## src/rtl/xor_stream_descrambler.sv

```systemverilog
// Additive PRBS31 descrambler: XORs each accepted word with an N-bit keystream word
// and presents the result through a single registered valid/ready output stage.
module xor_stream_descrambler #(
    parameter int N     = 32,
    parameter int CNT_W = 16
) (
    input  logic             clk,
    input  logic             rst_n,
    input  logic             seed_load,
    input  logic [30:0]      seed,
    input  logic             in_valid,
    output logic             in_ready,
    input  logic [N-1:0]     in_data,
    output logic             out_valid,
    input  logic             out_ready,
    output logic [N-1:0]     out_data,
    output logic [CNT_W-1:0] word_cnt,
    output logic             locked
);

    localparam logic [30:0] LFSR_ONE = 31'h1;

    typedef enum logic {IDLE, RUN} state_t;

    state_t         state;
    logic [30:0]    lfsr;
    logic [30:0]    lfsr_next;
    logic [N-1:0]   key;
    logic           accept;

    // Unrolls N LFSR steps; keystream bits are collected MSB first.
    function automatic logic [N+30:0] prbs_advance(input logic [30:0] s_in);
        logic [30:0]  s;
        logic [N-1:0] k;
        logic         b;
        s = s_in;
        k = '0;
        for (int j = 0; j < N; j++) begin
            b           = s[30] ^ s[27];
            k[N-1-j]    = b;
            s           = {s[29:0], b};
        end
        return {k, s};
    endfunction

    always_comb begin
        {key, lfsr_next} = prbs_advance(lfsr);
    end

    assign in_ready = (state == RUN) && !seed_load && (!out_valid || out_ready);
    assign accept   = in_valid && in_ready;
    assign locked   = (state == RUN);

    always_ff @(posedge clk or negedge rst_n) begin
        if (!rst_n) begin
            state     <= IDLE;
            lfsr      <= LFSR_ONE;
            word_cnt  <= '0;
            out_valid <= 1'b0;
            out_data  <= '0;
        end else begin
            // An all-zero seed would lock the LFSR, so it is forced to 1.
            if (seed_load) begin
                state    <= RUN;
                lfsr     <= (seed == 31'h0) ? LFSR_ONE : seed;
                word_cnt <= '0;
            end else if (accept) begin
                lfsr     <= lfsr_next;
                word_cnt <= word_cnt + CNT_W'(1);
            end

            if (accept) begin
                out_data  <= in_data ^ key;
                out_valid <= 1'b1;
            end else if (out_valid && out_ready) begin
                out_valid <= 1'b0;
            end
        end
    end

endmodule

```

## config.mk

```make
export PLATFORM = sky130hd
export DESIGN_NAME = xor_stream_descrambler
export DESIGN_NICKNAME = d
export VERILOG_FILES = /design/src/rtl/xor_stream_descrambler.sv
export SDC_FILE = /design/constraint.sdc
export NUM_CORES = 1
export LEC_CHECK = 0
export CORE_ASPECT_RATIO = 0.5
export CORE_UTILIZATION = 51
export CTS_CLUSTER_DIAMETER = 30
export DETAILED_ROUTE_END_ITERATION = 8
export PLACE_DENSITY = 0.85
export SLEW_MARGIN = 40
export SYNTH_ARGS = -nofsm -noshare
export SYNTH_HDL_FRONTEND = slang
export SYNTH_SLANG_ARGS = --single-unit
export TNS_END_PERCENT = 20
```

## constraint.sdc

```tcl
create_clock -name clk -period 3.2 [get_ports clk]
set_input_delay 0.8 -clock clk [delete_from_list [all_inputs] [get_ports clk]]
set_output_delay 0.8 -clock clk [all_outputs]
set_load 0.02 [all_outputs]
```

* After elaboration in Yosys (flattened, before gate mapping)
Index checks and enable logic that the tools add are counted.
** Storage, ports and cells
- Flip-flop bits (word level) :: 81
- Output and inout port bits :: 51
** Operators by class
- $add $sub $neg :: 1
- Bitwise gates (word level) :: 33
- Reductions and logical operators :: 10
- Multiplexer cells :: 7
** Operator list (number)
- 31-bit two-way mux :: 3
- 16-bit two-way mux :: 2
- 1-bit bitwise XOR :: 32
- 32-bit bitwise XOR :: 1
- 31-bit zero test :: 1
- 16-bit by 1-bit adder with 16-bit output, second input constant :: 1
- 1-bit logical AND :: 4
- 2-bit nonzero test :: 2
- 1-bit zero test :: 2
- 1-bit two-way mux :: 2
- 1-bit logical OR :: 1

* Depth between registers and ports, before layout
Gate-level depths: netlist (run 1).
- Depth after elaboration :: 6
- Depth in mapped cells :: 8

* Least setup slack after synthesis (run 1)
Ideal clock, no wire load.
- Kind :: input to output
- Start point :: input seed_load
- End point :: output in_ready
- Arrival time :: 1.366 ns
- Required time :: 2.400 ns
- Path slack :: 1.034 ns
- Cell stages on the path :: 3
- Cell sequence :: buf_6 -> nand2b_1 -> nor2_1
** On the way
- Longest elaborated chain between the ends :: 3
** RTL lines
- start, declared :: line 9 : input logic seed_load,
- 1-bit zero test :: line 50 : assign in_ready = (state == RUN) && !seed_load && (!out_valid || out_ready);
- 1-bit logical AND (2 in series) :: line 50
- end, declared :: line 12 : output logic in_ready,
Every way passes these cells.

* Final worst setup path (run 1)
Same ends and word-level chain as after synthesis.

==> impl_metrics.tcl, run 1 <==
set metrics [dict create \
    htree_levels 3 \
    grtUsageMet1 0.325 \
    synth.most_common_cell "dfrtp_1" \
    power.leakage_nw 2.25 \
    seqPwrFrac 0.404 \
    hold_path_class "reg2reg" \
    yosys_warnings 0 \
    post-dp-hpwl_um 7060 \
    hold_violations 0 \
    final_antenna_net_count 0 \
    dieArea_um2 8280 \
    n_antenna_cell 0 \
    drtPass1Iterations 4 \
    totalWireLength_um 9950 \
    num-nets-final 572 \
    outcome "completed" \
    min_path_cells 2 \
    critPathLaunchType "input port" \
    dr_total_vias 3339 \
    relSlewSlack 0.518 \
    synth_top_area_share 0.497 \
    drive_gt1_frac 0.0945 \
    r2r_cells 5 \
    combPwrFrac 0.314 \
    p_sw_frac 0.311 \
    cts.repair.resized 0 \
    syn_inst 390 \
    grt_pass1_vias 3247 \
    synth_edf_count 0 \
    post-cts-setup-buffers 0 \
    synth.net_count 459 \
    required_ns 2.40 \
    ys_seq_elements 81 \
    grt_usage 0.259 \
    synth_cell_type_count 38 \
    use_met3 0.0685 \
    worstSetupPathType "in2out" \
    rr_endpoint "lfsr[28]$_DFFE_PN0P_" \
    portBuffers 118 \
    root_buffer "clkbuf_16" \
    setup_tns_ns 0 \
    gr-max-usage-layer "met2" \
    path_clk_slew_ns 0.05 \
    worst_slew_pin_slew_ns 0.723 \
    ctsLongestPathBuffers 2 \
    routabilityCongestion 0.812 \
    switching_power_mw 1.05 \
    die_height_um 64.9 \
    clock_latency_ns 0.34 \
    power_density_nw_per_um2 607 \
    io-pin-count 119 \
    wl_per_cell_um 16.2 \
    reg2reg_from "locked$_DFFE_PN0P_" \
    start_util 0.538 \
    core_area_um2 7490 \
    yosysSeqAreaShare 0.503 \
    regArea_um2 2030 \
    cts.sinks 81 \
    finalMaxSlewViolations 0 \
    remaining_drc_errors 0 \
    pwr-share-clk 0.282 \
    maxCapViolCount 0 \
    num-fill-cells 549 \
    drt_iter0_drc 166 \
    numCtsBuffers 9 \
    multi_input_area_um2 1880 \
    reg2reg_slack_ns 1.32 \
    rows 22 \
    hold_end "out_data[30]$_DFFE_PN0P_" \
    ir_worst_vdd_mv 0.325 \
    total_power_mw 3.37 \
    async_flop_share 1.00 \
    synth_area_per_cell_um2 10.3 \
    grt_max_degree 82 \
    met2_usage 0.435 \
    yosys-top-cells-count "dfrtp_1, nand2_1, o21ai_0" \
    syn_to_final_growth_pct 37.7 \
    syn_area_um2 4030 \
    ctsHoldBuffers 0 \
    ys.flop_type "dfrtp_1" \
    finalSetupViolations 0 \
    fin_crit_ns 2.97 \
    rsz0062_at_grt "no" \
    die_w_um 128 \
    antenna_found_initial 0 \
    fmax_mhz 337 \
    finClkSkew_ns 0.00622 \
    grt_overflow 0 \
    endpoint_kind "primary output" \
    viasPerCell 5.42 \
    crit_arrival_ns 2.17 \
    synthTopCellsByArea "dfrtp_1, xnor2_1, xor2_1, nand2_1, o221a_2" \
    tritoncts "built" \
    p_int_mw 2.32 \
    hold_start "out_data[30]$_DFFE_PN0P_" \
    period_share 0.928 \
    yosysTopAreaCell "dfrtp_1" \
    grt_first_pass_wirelength_um 16200 \
    critPathMaxFanout 3 \
]
## worst max-delay path, cell delays in order
cell,delay (ns)
clkdlybuf4s50_1,0.41
nand2b_1,0.18
nor2_1,0.13
clkdlybuf4s50_1,0.65
## registers in the layout, summed over array words and instances, names as in the netlist
register   cells
lfsr          31
word_cnt      16
locked         1
out_valid      1
out_data      32
## power by group through the flow
stage          registers, mW  logic, mW  clock network [mW]
2_1_floorplan           1.52      0.426                   0
3_3_place_gp            1.37       1.04                   0
3_5_place_dp            1.37       1.06                   0
4_1_cts                 1.36       1.07               0.964
5_1_grt                 1.38       1.15                1.01
6_report                1.36       1.06               0.949
## metal layers
metal	vias to the layer above	wire length, um
met5	-	0
met4	0	174
met3	16	467
met2	94	4910
met1	1630	4400
li1	1599	-
## cells by family after synthesis
logic type                 share of synthesized area
AOI/OAI and AO/OA                              0.136
DFF                                            0.503
adders and majority gates                    0.00310
and+or+nand+nor                                0.155
buffers and inverters                         0.0304
muxes                                         0.0199
xor gates and xnor gates                       0.152
## layout by cell type, fill, tap and decap left out, drive strengths merged, types with 3 or more instances in the layout
cell type / synthesis / routed
a21oi: 6 / 6
o21ai: 41 / 41
and3: 4 / 4
mux2i: 8 / 8
nor4: 8 / 8
xor2: 33 / 33
xnor2: 37 / 37
dfrtp: 80 / 80
nor2: 15 / 15
o22ai: 3 / 3
clkdlybuf4s50: 0 / 117
or4: 5 / 5
o221a: 19 / 19
clkbuf: 13 / 16
buf: 9 / 7
o31ai: 6 / 6
nand2: 70 / 70
nand4: 11 / 11
## how the worst max path moves through the flow
stage               slack [ns]       end       from
detailed placement        0.29  in_ready  seed_load
floorplan                 1.03  in_ready  seed_load
global route              0.21  in_ready  seed_load
finish                    0.23  in_ready  seed_load
CTS                       0.23  in_ready  seed_load
global placement          0.31  in_ready  seed_load
## area by class of cell
cell class,instances,area share
clock buffers,16,0.0489
well taps,108,0.0243
flip-flops and latches,81,0.365
multi-input cells,286,0.339
repair buffers,124,0.221
inverters,1,0.000676
## metrics by stage
| stage | hold WS, ns | cell area (um^2) | setup slack, ns | std cells | utilization |
|---|---|---|---|---|---|
| floorplan | 0.504 | 4030 | 1.03 | 390 | - |
| detailed placement | 0.469 | 5280 | 0.286 | 600 | 0.705 |
| finish | 0.478 | 5550 | 0.232 | 616 | 0.741 |
| global route | 0.496 | 5550 | 0.207 | 616 | 0.741 |
| CTS | 0.481 | 5550 | 0.230 | 616 | 0.741 |
| global placement | 0.460 | 5280 | 0.308 | 600 | 0.705 |
No activity file was read; power rests on OpenSTA's default activity.
==> run 2, diff against run 1 <==
--- a/config.mk
+++ b/config.mk
@@ -5,6 +5,7 @@
 export SDC_FILE = /design/constraint.sdc
 export NUM_CORES = 1
 export LEC_CHECK = 0
+export ABC_CLOCK_PERIOD_IN_PS = 3200
 export CORE_ASPECT_RATIO = 0.5
 export CORE_UTILIZATION = 51
 export CTS_CLUSTER_DIAMETER = 30
==> results of run 2 <==
No change in the layout: final DEF, timing and power equal those of run 1.
